--- src/rtl/ad9371_pkg.sv ---
// Shared widths and FIFO entry layout for the AD9371 receive channel packer.
package ad9371_pkg;

  localparam int unsigned LANE_W    = 16;
  localparam int unsigned NUM_CH    = 4;
  localparam int unsigned WORD_W    = LANE_W * NUM_CH;
  localparam int unsigned ACC_LANES = 7;
  localparam int unsigned CNT_W     = 3;

  typedef struct packed {
    logic              sync;
    logic [WORD_W-1:0] data;
  } pack_entry_t;

endpackage

--- src/rtl/ad9371_rx_cpack_fifo.sv ---
// Synchronous output FIFO of packed words with their sync flags; head is the read port.
module ad9371_rx_cpack_fifo
  import ad9371_pkg::*;
#(
  parameter int unsigned DEPTH = 4
) (
  input  logic        clk,
  input  logic        rstn,
  input  logic        wr,
  input  pack_entry_t wr_entry,
  input  logic        rd,
  output pack_entry_t head,
  output logic        full,
  output logic        empty
);

  localparam int unsigned AW = $clog2(DEPTH);
  localparam int unsigned CW = AW + 1;

  pack_entry_t   mem [DEPTH];
  logic [AW-1:0] wr_ptr;
  logic [AW-1:0] rd_ptr;
  logic [CW-1:0] count;
  logic [CW-1:0] count_next;
  logic          wr_en;
  logic          rd_en;

  // A full FIFO still accepts a write when the head leaves in the same cycle.
  assign rd_en = rd && !empty;
  assign wr_en = wr && (!full || rd_en);
  assign head  = mem[rd_ptr];

  always_comb begin
    count_next = count;
    if (wr_en && !rd_en) begin
      count_next = count + CW'(1);
    end else if (!wr_en && rd_en) begin
      count_next = count - CW'(1);
    end
  end

  always_ff @(posedge clk) begin
    if (!rstn) begin
      wr_ptr <= '0;
      rd_ptr <= '0;
      count  <= '0;
      full   <= 1'b0;
      empty  <= 1'b1;
      for (int unsigned i = 0; i < DEPTH; i++) begin
        mem[i] <= '0;
      end
    end else begin
      if (wr_en) begin
        mem[wr_ptr] <= wr_entry;
        wr_ptr      <= wr_ptr + AW'(1);
      end
      if (rd_en) begin
        rd_ptr <= rd_ptr + AW'(1);
      end
      count <= count_next;
      full  <= (count_next == CW'(DEPTH));
      empty <= (count_next == '0);
    end
  end

endmodule

--- src/rtl/ad9371_rx_cpack.sv ---
// Packs the enabled 16-bit ADC channels into dense 64-bit words and queues them
// in a small FIFO, flagging the first word after reset or an enable change.
module ad9371_rx_cpack
  import ad9371_pkg::*;
#(
  parameter int unsigned FIFO_DEPTH = 4
) (
  input  logic              adc_clk,
  input  logic              adc_rstn,
  input  logic [NUM_CH-1:0] adc_enable,
  input  logic              adc_valid,
  input  logic [WORD_W-1:0] adc_data,
  output logic              adc_dovf,
  output logic              pack_valid,
  output logic [WORD_W-1:0] pack_data,
  output logic              pack_sync,
  input  logic              pack_ready
);

  logic [NUM_CH-1:0]                 en_q;
  logic [ACC_LANES-1:0][LANE_W-1:0]  acc;
  logic [ACC_LANES-1:0][LANE_W-1:0]  acc_next;
  logic [CNT_W-1:0]                  cnt;
  logic [CNT_W-1:0]                  fill;
  logic                              sync_armed;
  logic                              sync_next;
  logic                              eff_sync;
  logic                              en_change;
  logic                              strobe;
  logic                              word_wr;
  logic [WORD_W-1:0]                 word;
  logic                              word_taken;
  logic                              dovf_next;
  logic                              fifo_rd;
  logic                              fifo_full;
  logic                              fifo_empty;
  pack_entry_t                       fifo_head;

  assign en_change = (adc_enable != en_q);
  assign strobe    = adc_valid && (adc_enable != '0);
  assign eff_sync  = sync_armed || en_change;
  assign fifo_rd   = pack_ready && !fifo_empty;

  // Lane accumulator: a mask change restarts from an empty accumulator before
  // the current strobe is appended with the new mask.
  always_comb begin
    acc_next = en_change ? '0 : acc;
    fill     = en_change ? '0 : cnt;
    word_wr  = 1'b0;
    word     = '0;
    if (strobe) begin
      for (int unsigned ch = 0; ch < NUM_CH; ch++) begin
        if (adc_enable[ch]) begin
          acc_next[fill] = adc_data[ch*LANE_W +: LANE_W];
          fill           = fill + CNT_W'(1);
        end
      end
      if (fill >= CNT_W'(NUM_CH)) begin
        word_wr  = 1'b1;
        word     = acc_next[NUM_CH-1:0];
        acc_next = acc_next >> WORD_W;
        fill     = fill - CNT_W'(NUM_CH);
      end
    end
  end

  // Sync stays armed until a word carrying it actually lands in the FIFO.
  always_comb begin
    word_taken = word_wr && (!fifo_full || fifo_rd);
    dovf_next  = word_wr && fifo_full && !fifo_rd;
    sync_next  = word_taken ? 1'b0 : eff_sync;
  end

  always_ff @(posedge adc_clk) begin
    if (!adc_rstn) begin
      en_q       <= '0;
      acc        <= '0;
      cnt        <= '0;
      sync_armed <= 1'b1;
      adc_dovf   <= 1'b0;
    end else begin
      en_q       <= adc_enable;
      acc        <= acc_next;
      cnt        <= fill;
      sync_armed <= sync_next;
      adc_dovf   <= dovf_next;
    end
  end

  ad9371_rx_cpack_fifo #(
    .DEPTH (FIFO_DEPTH)
  ) u_fifo (
    .clk      (adc_clk),
    .rstn     (adc_rstn),
    .wr       (word_wr),
    .wr_entry ('{sync: eff_sync, data: word}),
    .rd       (fifo_rd),
    .head     (fifo_head),
    .full     (fifo_full),
    .empty    (fifo_empty)
  );

  assign pack_valid = !fifo_empty;
  assign pack_data  = fifo_head.data;
  assign pack_sync  = fifo_head.sync;

endmodule

--- config.mk ---
export PLATFORM = sky130hd
export DESIGN_NAME = ad9371_rx_cpack
export DESIGN_NICKNAME = d
export VERILOG_FILES = /design/src/rtl/ad9371_pkg.sv /design/src/rtl/ad9371_rx_cpack_fifo.sv /design/src/rtl/ad9371_rx_cpack.sv
export SDC_FILE = /design/constraint.sdc
export NUM_CORES = 1
export LEC_CHECK = 0
export BUFFER_PORTS_ARGS = -buffer_cell sky130_fd_sc_hd__clkbuf_2
export CAP_MARGIN = 20
export CELL_PAD_IN_SITES_DETAIL_PLACEMENT = 1
export CELL_PAD_IN_SITES_GLOBAL_PLACEMENT = 1
export CORE_MARGIN = 1.5
export CORE_UTILIZATION = 49
export CTS_CLUSTER_DIAMETER = 200
export DETAILED_ROUTE_END_ITERATION = 6
export GPL_TIMING_DRIVEN = 1
export PLACE_DENSITY_LB_ADDON = 0.1
export SYNTH_ARGS = -nofsm -noshare
export SYNTH_HDL_FRONTEND = slang
export SYNTH_SLANG_ARGS = --single-unit
--- constraint.sdc ---
create_clock -name adc_clk -period 15 [get_ports adc_clk]
set_input_delay 3 -clock adc_clk [delete_from_list [all_inputs] [get_ports adc_clk]]
set_output_delay 3 -clock adc_clk [all_outputs]
set_load 0.005 [all_outputs]
==> results.toml, run 1 <==
[floorplanning]
die_w_microns = 210
dieArea_sq_um = 44000
start_util = 0.498
rows = 75
die_h_microns = 210
fp.coreArea_sq_um = 42000
design.portCount = 139

[worst_setup_path]
worstSetupEndpointType = "register"
ff2ff_path_depth = 19
critPathBufInv = 2
critPathTopFamily = "simple AND/OR/NAND/NOR gates"
slowest_delay_ns = 0.76
path_class = "in2reg"
worst_path_max_delay_cell = "nand2_4"
path_max_fanout = 65
crit_chain = "clkbuf_2 -> xnor2_1 -> and4_4 -> nand2_4 -> xnor2_1 -> ha_1 -> nand2_1 -> o31ai_4 -> ha_1 -> nand2_1 -> o21a_1 -> o31ai_2 -> ha_1 -> a21oi_1 -> o21ai_1 -> a21oi_2 -> nand2_2 -> buf_4 -> or3_2 -> nand2_4"
critPathLaunchType = "input port"
cp.required_ns = 15.20
critPathMostFrequentCell = "ha_1"
arrival_ns = 8.81
reg2reg_slack_ns = 8.93
worstSetupPathDepth = 20

[routing]
wl_mm = 78.5
wl_per_cell_microns = 29.3
firstDrtPassIters = 5
drc = 0
drt_iter0_drc = 1710
drtAntennaViolNets = 0
detail_route.vias_per_cell = 6.67
vias = 17900

[synth]
synth_enable_flop_cells = 260
synth_most_common_cell = "nor2_1"
syn_nets = 2140
syn_area_sq_um = 21000
synthAdderAreaFrac = 0.00299
synth-xor-area-share = 0.0109
syn_inst = 2063
netlist_top_cells_count = "nor2_1, edfxtp_1, nand2_1"
synth_compound_area_frac = 0.147
ys.warnings.count = 0
synthFlopType = "edfxtp_1"
async_flop_share = 0
synth_area_leaders = "edfxtp_1, dfxtp_1, mux4_2, mux2i_1, nor2_1"
yosysUniqueCellTypes = 80
ys_seq_elements = 392
synth_top_family_by_area = "simple AND/OR/NAND/NOR gates"
synth.avg_cell_area_sq_um = 10.2
ys_seq_area_frac = 0.499
synthMuxAreaShare = 0.132
synth-simple-area-share = 0.160
synth_top_area_share = 0.373
yosys.area.top_type = "edfxtp_1"

[clock_network]
clkTransAtPathRegs_ns = 0.06
postCtsSetupBuffers = 0
hold_buffers = 0
cts_resized = 0
clk_latency_ns = 0.60
cts_max_path_buffers = 3
cts_root_buf = "clkbuf_16"
cts_tree = "done"
h-tree-depth = 2
clock_sinks = 392
cts_buffers = 44

[global_route]
grt_pass1_vias = 18100
met3_usage = 0.0723
grt_util_met1 = 0.470
antenna_found_initial = 0
use_met2 = 0.554
grt_max_degree = 92
grt_usage = 0.356
grt_pass1_wl_mm = 116
overflow = 0
top_usage_layer = "met2"

[final_layout]
num-fill-cells = 4576
insertedDiodeCount = 0
post-route-util = 0.557
drive_above_1_share = 0.178
layout.nets = 2184
areaGrowthSynthToFinish_pct = 11.7

[sta]
rsz0062_at_grt = "no"
clock_skew_ns = 0.0238
finalSetupViolCount = 0
tns_ns = 0
hold_viol = 0
finalWorstPathRequiredPeriod_ns = 8.61
drv_slew = 0
worst_pin_slew_ns = 1.17
max_freq_ghz = 0.116
relSlewSlack = 0.218
fin_crit_sh = 0.574

[pwr]
peakVddDrop_uv = 77.9
p_leak_uw = 0.00871
p_per_area_nw_per_um2 = 119

[run_status]
outcome = "finished, final reports clean"

[place]
routabilityCongestion = 0.984
dp_hpwl_mm = 50.1
port_buffers = 138

[hold_path]
hold_path.class = "reg2reg"
hold_depth = 2

[run]
cap_violations = 0
[cell families after synthesis]
family | Yosys count
XOR/XNOR | 20
adder cells (fa/ha/maj) | 5
buffers and inverters | 237
multiplexers | 194
AO/OA/AOI/OAI | 458
AND/OR/NAND/NOR | 757
flip-flops | 392
[sequential cells by signal, indices dropped and copies added (netlist names), 2 cells and up, named ones only]
register	cells
u_fifo.rd_ptr	2
u_fifo.mem	260
cnt	3
acc	112
u_fifo.count	3
en_q	4
u_fifo.wr_ptr	2
[layer usage]
metal / vias to the layer above / routed length [microns] / share of wire
met1: 9029 / 31800 / 0.41
met5: - / 0 / 0
li1: 7690 / - / -
met3: 233 / 6560 / 0.084
met2: 931 / 35400 / 0.45
met4: 0 / 4720 / 0.060
[final timing paths]
kind | from | end
worst max register to register | en_q[3] | u_fifo.mem[0][29]
worst min-delay path | acc[110] | acc[110]
worst min register to register | acc[110] | acc[110]
worst max-delay path | adc_enable[0] | u_fifo.mem[0][29]
[placed cells by master, fill, tap and decap left out, types with 5 or more instances in the layout]
| cell | count |
|---|---|
| clkbuf_16 | 45 |
| nand3_1 | 122 |
| a31oi_1 | 13 |
| a221oi_1 | 14 |
| ha_1 | 5 |
| inv_1 | 57 |
| nor2b_1 | 20 |
| nor3_1 | 60 |
| a32oi_1 | 14 |
| clkbuf_1 | 5 |
| a21oi_1 | 101 |
| edfxtp_1 | 260 |
| xnor2_1 | 9 |
| and3_1 | 6 |
| buf_4 | 35 |
| mux4_2 | 65 |
| o32ai_1 | 7 |
| and2_1 | 21 |
| dfxtp_1 | 130 |
| a211oi_1 | 12 |
| o21ai_0 | 88 |
| o2bb2ai_1 | 12 |
| mux2i_1 | 122 |
| or3_1 | 6 |
| clkinv_1 | 6 |
| xnor2_2 | 6 |
| o211ai_1 | 39 |
| nand2b_1 | 8 |
| clkinv_2 | 16 |
| o21ai_2 | 10 |
| o221ai_1 | 30 |
| a21oi_2 | 9 |
| a22o_1 | 16 |
| nor2_1 | 296 |
| nand2_1 | 187 |
| o31a_1 | 5 |
| clkbuf_2 | 138 |
| o21ai_1 | 48 |
[metrics by stage]
step           setup slack, ns  hold WS (ns)  instances  power, uW  cell area (sq um)
2_1_floorplan             3.64         0.425       2063       1520              21000
3_3_place_gp              5.95         0.435       2595       1700              21900
3_5_place_dp              5.87         0.447       2597       1720              21900
4_1_cts                   6.45         0.456       2678       2790              23300
5_1_grt                   6.06         0.480       2681       2870              23400
6_report                  6.39         0.452       2681       2790              23400
[report_power, final]
part | leakage, uW | switching (uW) | total, uW | internal, uW
clock network | 0.000709 | 476 | 1090 | 615
logic | 0.00424 | 303 | 465 | 161
registers | 0.00376 | 31.7 | 1240 | 1200
[final cells by class]
| type | count | area, sq um | share of cell area |
|---|---|---|---|
| tap | 539 | 674 | 0.0288 |
| clock inverter | 29 | 248 | 0.0106 |
| sequential | 392 | 10500 | 0.447 |
| clock buffer | 52 | 1170 | 0.0501 |
| inverter | 58 | 218 | 0.00930 |
| multi-input combinational | 1434 | 9610 | 0.411 |
| timing repair buffer | 177 | 1020 | 0.0436 |
[worst min-delay path: stages, from the launching register on]
cell     delay, ns
dfxtp_1       0.31
nand2_1       0.05
o21ai_1       0.05
Power figures use the tool's default switching activity.
==> run 2: changes to the inputs <==
--- a/config.mk
+++ b/config.mk
@@ -10,7 +10,7 @@
 export CELL_PAD_IN_SITES_DETAIL_PLACEMENT = 1
 export CELL_PAD_IN_SITES_GLOBAL_PLACEMENT = 1
 export CORE_MARGIN = 1.5
-export CORE_UTILIZATION = 49
+export CORE_UTILIZATION = 44
 export CTS_CLUSTER_DIAMETER = 200
 export DETAILED_ROUTE_END_ITERATION = 6
 export GPL_TIMING_DRIVEN = 1
==> constraint.sdc (replaced) <==
create_clock -name adc_clk -period 7.8 [get_ports adc_clk]
set_input_delay 1.56 -clock adc_clk [delete_from_list [all_inputs] [get_ports adc_clk]]
set_output_delay 1.56 -clock adc_clk [all_outputs]
set_load 0.005 [all_outputs]
==> run 2 against run 1 <==
- via count is 1.3% lower
- critical endpoint is now u_fifo.mem[2][52]
- sequential power is 94% higher
- critical path type unchanged
- largest power group unchanged
- register-to-register slack lost 6.7 ns
- first-iteration DRC count decreased by 0.58%
==> results.toml, run 2 (synthesis gave the netlist of run 1 again) <==
[place]
pre_cts_slack_ns = 0.975
place_area_sq_um = 22200
routabilityCongestion = 0.946
dp_hpwl_mm = 52.3
port_buffers = 138

[pwr]
peakVddDrop_uv = 169
seqPwrFrac = 0.426
switching_share = 0.277
p_comb_frac = 0.157
switchingPower_uw = 1560
p_leak_uw = 0.00884
p_int_uw = 4060
p_per_area_nw_per_um2 = 236
p_clk_frac = 0.417

[sta]
fin_crit_sh = 0.802
tns_ns = 0
finalWorstPathRequiredPeriod_ns = 6.25
worst_pin_slew_ns = 1.13
drv_slew = 0
relSlewSlack = 0.244
rsz0062_at_grt = "no"
timing.final.ws_setup_ns = 1.55
clock_skew_ns = 0.0164
max_freq_ghz = 0.160
hold_viol = 0
finalSetupViolCount = 0

[worst_setup_path]
path_max_fanout = 59
critPathLaunchType = "input port"
reg2reg_slack_ns = 2.23
cp.required_ns = 8.11
arrival_ns = 6.57
r2r-end = "u_fifo.mem[2][52]"
ff2ff_path_depth = 19
path_class = "in2reg"
reg2reg_from = "cnt[0]"
worstSetupEndpointType = "register"

[floorplanning]
rows = 79
fp.coreArea_sq_um = 46800
die_w_microns = 221
die_h_microns = 221
start_util = 0.448
dieArea_sq_um = 48900
design.portCount = 139

[final_layout]
layout.nets = 2193
mostFrequentLayoutCell = "nor2_1"
num-fill-cells = 5080
reg.largest.list = "u_fifo.mem: 260 flops, acc: 112 flops, en_q: 4 flops"
drive_above_1_share = 0.181
top_register = "u_fifo.mem"
design_area_sq_um = 23800
largest_reg_flops = 260
areaGrowthSynthToFinish_pct = 13.6
post-route-util = 0.509
final_cell_mix = "nor2_1, edfxtp_1, nand2_1, clkbuf_2, dfxtp_1"

[clock_network]
clkTransAtPathRegs_ns = 0.06
cts_tree = "done"
cts_buffers = 44
cts_root_buf = "clkbuf_16"
h-tree-depth = 2
clk_latency_ns = 0.60
cts_max_path_buffers = 3
cts_resized = 0
clock_sinks = 392
postCtsSetupBuffers = 0
hold_buffers = 0

[hold_path]
min_from = "acc[57]"
hold_path.class = "reg2reg"
hold_depth = 2
whs_endpoint = "acc[57]"

[global_route]
grt_max_degree = 89
grt_pass1_wl_mm = 118
grt_pass1_vias = 18000
overflow = 0
grt_usage = 0.324
antenna_found_initial = 5

[routing]
drc = 0
vias = 17700
wl_per_cell_microns = 28.8
firstDrtPassIters = 6
detail_route.vias_per_cell = 6.40
drtAntennaViolNets = 0
drt_iter0_drc = 1700
wl_mm = 79.4

[run_status]
outcome = "finished, final reports clean"

[run]
cap_violations = 0
## run 2: per-layer routing
metal	GRT usage	share of wire	vias to the layer above
met5	0	0.00055	-
met4	0.153	0.052	8
met3	0.0645	0.070	205
met2	0.505	0.45	744
met1	0.435	0.43	8990
li1	-	-	7705
## run 2: through the flow
stage / total power [uW] / hold slack, ns / cells
after floorplan: 2930 / 0.425 / 2063
after global placement: 3300 / 0.436 / 2675
after detailed placement: 3320 / 0.443 / 2676
after CTS: 5650 / 0.455 / 2756
after global routing: 5790 / 0.481 / 2757
final: 5620 / 0.454 / 2760
## run 2: layout make-up
| type | count | area [sq um] | area share |
|---|---|---|---|
| clock inverters | 27 | 412 | 0.0173 |
| flip-flops and latches | 392 | 10500 | 0.439 |
| multi-input cells | 1434 | 9610 | 0.404 |
| diodes | 3 | 7.51 | 0.000316 |
| repair buffers | 186 | 1130 | 0.0474 |
| inverters | 58 | 218 | 0.00915 |
| clock buffers | 53 | 1210 | 0.0507 |
| well taps | 607 | 759 | 0.0319 |
## run 2: worst max-delay path, stage by stage
cell      delay, ns
clkbuf_2       0.33
xnor2_1        0.42
and4_4         0.30
nand2_4        0.07
xnor2_1        0.22
ha_1           0.27
nand2_1        0.13
o31ai_4        0.18
ha_1           0.34
nand2_1        0.07
o21a_1         0.16
o31ai_2        0.10
ha_1           0.26
and3_1         0.22
nand3_1        0.15
a21oi_2        0.12
nand2_2        0.10
buf_4          0.59
or2_2          0.52
buf_4          0.32
nor2_1         0.08
## run 2: worst max-delay path by stage
stage / from / to / slack, ns
6_report: adc_enable[0] / u_fifo.mem[2][52] / 1.55
5_1_grt: adc_enable[0] / u_fifo.mem[2][52] / 1.29
4_1_cts: adc_enable[0] / u_fifo.mem[2][52] / 1.60
3_5_place_dp: adc_enable[0] / u_fifo.mem[2][52] / 0.98
3_3_place_gp: adc_enable[0] / u_fifo.mem[2][49] / 1.12
2_1_floorplan: adc_enable[1] / u_fifo.mem[1][0] / -0.39
## run 2: power groups by stage
stage	Combinational [uW]	Clock, uW	Sequential, uW
floorplan	540	0	2390
global placement	861	0	2440
detailed placement	874	0	2440
CTS	878	2370	2400
global route	931	2450	2410
finish	883	2340	2400
==> run 3: changes to the inputs <==
--- a/config.mk
+++ b/config.mk
@@ -5,12 +5,13 @@
 export SDC_FILE = /design/constraint.sdc
 export NUM_CORES = 1
 export LEC_CHECK = 0
+export ABC_AREA = 1
 export BUFFER_PORTS_ARGS = -buffer_cell sky130_fd_sc_hd__clkbuf_2
 export CAP_MARGIN = 20
 export CELL_PAD_IN_SITES_DETAIL_PLACEMENT = 1
 export CELL_PAD_IN_SITES_GLOBAL_PLACEMENT = 1
 export CORE_MARGIN = 1.5
-export CORE_UTILIZATION = 44
+export CORE_UTILIZATION = 41
 export CTS_CLUSTER_DIAMETER = 200
 export DETAILED_ROUTE_END_ITERATION = 6
 export GPL_TIMING_DRIVEN = 1
==> constraint.sdc (replaced) <==
create_clock -name adc_clk -period 5.3 [get_ports adc_clk]
set_input_delay 1.06 -clock adc_clk [delete_from_list [all_inputs] [get_ports adc_clk]]
set_output_delay 1.06 -clock adc_clk [all_outputs]
set_load 0.005 [all_outputs]
==> run 3 against run 2 <==
- via count rose by 24%
- clock skew fell by 0.0027 ns
- critical path depth rose by 7
- combinational power rose by 66%
- flip-flop and latch count did not move
- die area rose by 12%
- worst setup slack got worse by 0.72 ns
- highest routed layer unchanged
==> results.toml, run 3 <==
[synth]
synth_enable_flop_cells = 260
synth_area_leaders = "edfxtp_1, nand2_1, dfxtp_1, o21ai_0, nor2_1"
async_flop_share = 0
synth.avg_cell_area_sq_um = 7.27
yosysUniqueCellTypes = 39
ys_seq_area_frac = 0.478
synth_top_area_share = 0.357
synthFlopType = "edfxtp_1"
syn_area_sq_um = 21800
yosys.area.top_type = "edfxtp_1"
syn_nets = 3081
ys_seq_elements = 392
syn_inst = 3004
ys.warnings.count = 0
synth_most_common_cell = "nand2_1"
netlist_top_cells_count = "nand2_1, o21ai_0, nor2_1"

[global_route]
grt_usage = 0.337
grt_max_degree = 102
antenna_found_initial = 2
grt_pass1_vias = 21800
grt_pass1_wl_mm = 137
overflow = 0

[clock_network]
cts_tree = "done"
h-tree-depth = 2
cts_root_buf = "clkbuf_16"
clock_sinks = 392
clk_latency_ns = 0.60
cts_resized = 0
hold_buffers = 0
clkTransAtPathRegs_ns = 0.06
cts_max_path_buffers = 3
postCtsSetupBuffers = 0
cts_buffers = 44

[floorplanning]
fp.coreArea_sq_um = 52700
die_w_microns = 234
dieArea_sq_um = 54700
design.portCount = 139
start_util = 0.415
die_h_microns = 234
rows = 84

[final_layout]
num-fill-cells = 6597
areaGrowthSynthToFinish_pct = 15.1
layout.nets = 3160
drive_above_1_share = 0.122
mostFrequentLayoutCell = "nand2_1"
reg.largest.list = "u_fifo.mem: 260 flops, acc: 112 flops, en_q: 4 flops"
final_cell_mix = "nand2_1, o21ai_0, nor2_1, edfxtp_1, inv_1"
largest_reg_flops = 260
insertedDiodeCount = 0
design_area_sq_um = 25100
top_register = "u_fifo.mem"

[routing]
wl_per_cell_microns = 24.1
detail_route.vias_per_cell = 5.74
drt_iter0_drc = 1754
vias = 21800
drtAntennaViolNets = 0
firstDrtPassIters = 7
drc = 0
wl_mm = 91.8

[sta]
finalSetupViolCount = 0
rsz0062_at_grt = "no"
hold_viol = 0
finalWorstPathRequiredPeriod_ns = 4.47
relSlewSlack = 0.282
drv_slew = 0
max_freq_ghz = 0.224
fin_crit_sh = 0.844
worst_pin_slew_ns = 1.08
tns_ns = 0
clock_skew_ns = 0.0137

[run]
cap_violations = 0

[worst_setup_path]
ff2ff_path_depth = 27
path_class = "in2reg"
arrival_ns = 4.82
critPathLaunchType = "input port"
slowest_delay_ns = 0.28
path_max_fanout = 17
worstSetupEndpointType = "register"
cp.required_ns = 5.64
worst_path_max_delay_cell = "ha_1"

[place]
dp_hpwl_mm = 62.3
routabilityCongestion = 0.932
place_area_sq_um = 23700
port_buffers = 138

[pwr]
peakVddDrop_uv = 257
p_leak_uw = 0.0104
p_per_area_nw_per_um2 = 320

[hold_path]
hold_path.class = "reg2reg"
hold_depth = 2

[run_status]
outcome = "finished, final reports clean"
==> run 3: changes by cell type after synthesis, moves of 39 or more <==
cell / previous run / this run
nor3_1: 62 / 2
nand3_1: 123 / 199
mux2i_1: 122 / 0
mux4_2: 65 / 0
nor2_1: 298 / 391
inv_1: 57 / 261
a21oi_1: 102 / 9
o21ai_0: 91 / 416
o22ai_1: 4 / 66
nand2_1: 189 / 880
clkbuf_1: 94 / 133
==> run 3: cells by family (layout without fill, tap and decap cells) <==
kind of cell / count (synthesis) / in the layout / share of synthesized area
AND/OR/NAND/NOR: 1515 / 1515 / 0.279
AO/OA/AOI/OAI: 617 / 617 / 0.153
buffers and inverters: 471 / 583 / 0.0852
flip-flops: 392 / 392 / 0.478
adder cells (fa/ha/maj): 5 / 5 / 0.00286
XOR/XNOR: 4 / 4 / 0.00160
==> run 3: area by class of cell <==
class / instances / area (sq um) / share of cell area
repair buffers: 227 / 1700 / 0.0676
well taps: 688 / 861 / 0.0342
clock buffers: 51 / 1150 / 0.0457
inverters: 277 / 1050 / 0.0419
multi-input cells: 2141 / 9670 / 0.384
flip-flops and latches: 392 / 10500 / 0.416
clock inverters: 28 / 264 / 0.0105
==> run 3: routing by layer <==
layer	share of wire	track usage
met5	0.00028	0
met4	0.050	0.155
met3	0.064	0.0562
met2	0.46	0.550
met1	0.42	0.436
==> run 3: per-stage QoR <==
stage               setup WS (ns)  power [uW]  hold WS (ns)  utilization  std cells
finish                      0.828        8040         0.474        0.478       3804
global route                0.549        8290         0.494        0.478       3804
CTS                         0.804        8060         0.476        0.477       3803
detailed placement          0.204        4980         0.466        0.451       3724
global placement            0.354        4950         0.454        0.451       3724
floorplan                  0.0167        4270         0.444            -       3004
==> run 3: path summary, 6_finish.rpt <==
kind	to	slack (ns)	from
worst max register to register	u_fifo.mem[3][36]	1.08	en_q[3]
worst max-delay path	u_fifo.mem[3][36]	0.83	adc_enable[3]
worst min-delay path	acc[74]	0.47	acc[74]
worst min register to register	acc[74]	0.47	acc[74]
==> run 3: power breakdown <==
group          total, uW  internal [uW]  leakage [uW]  switching [uW]
registers           3460           3390       0.00375            64.1
clock network       3110           1760      0.000695            1360
logic               1470            411       0.00598            1060
total               8040           5560        0.0104            2480
==> run 3: worst max-delay path: cells and delay by family <==
kind / cells / cell delay (ns)
AND/OR/NAND/NOR: 16 / 1.92
buffers and inverters: 6 / 0.78
adder cells (fa/ha/maj): 3 / 0.71
AO/OA/AOI/OAI: 3 / 0.34
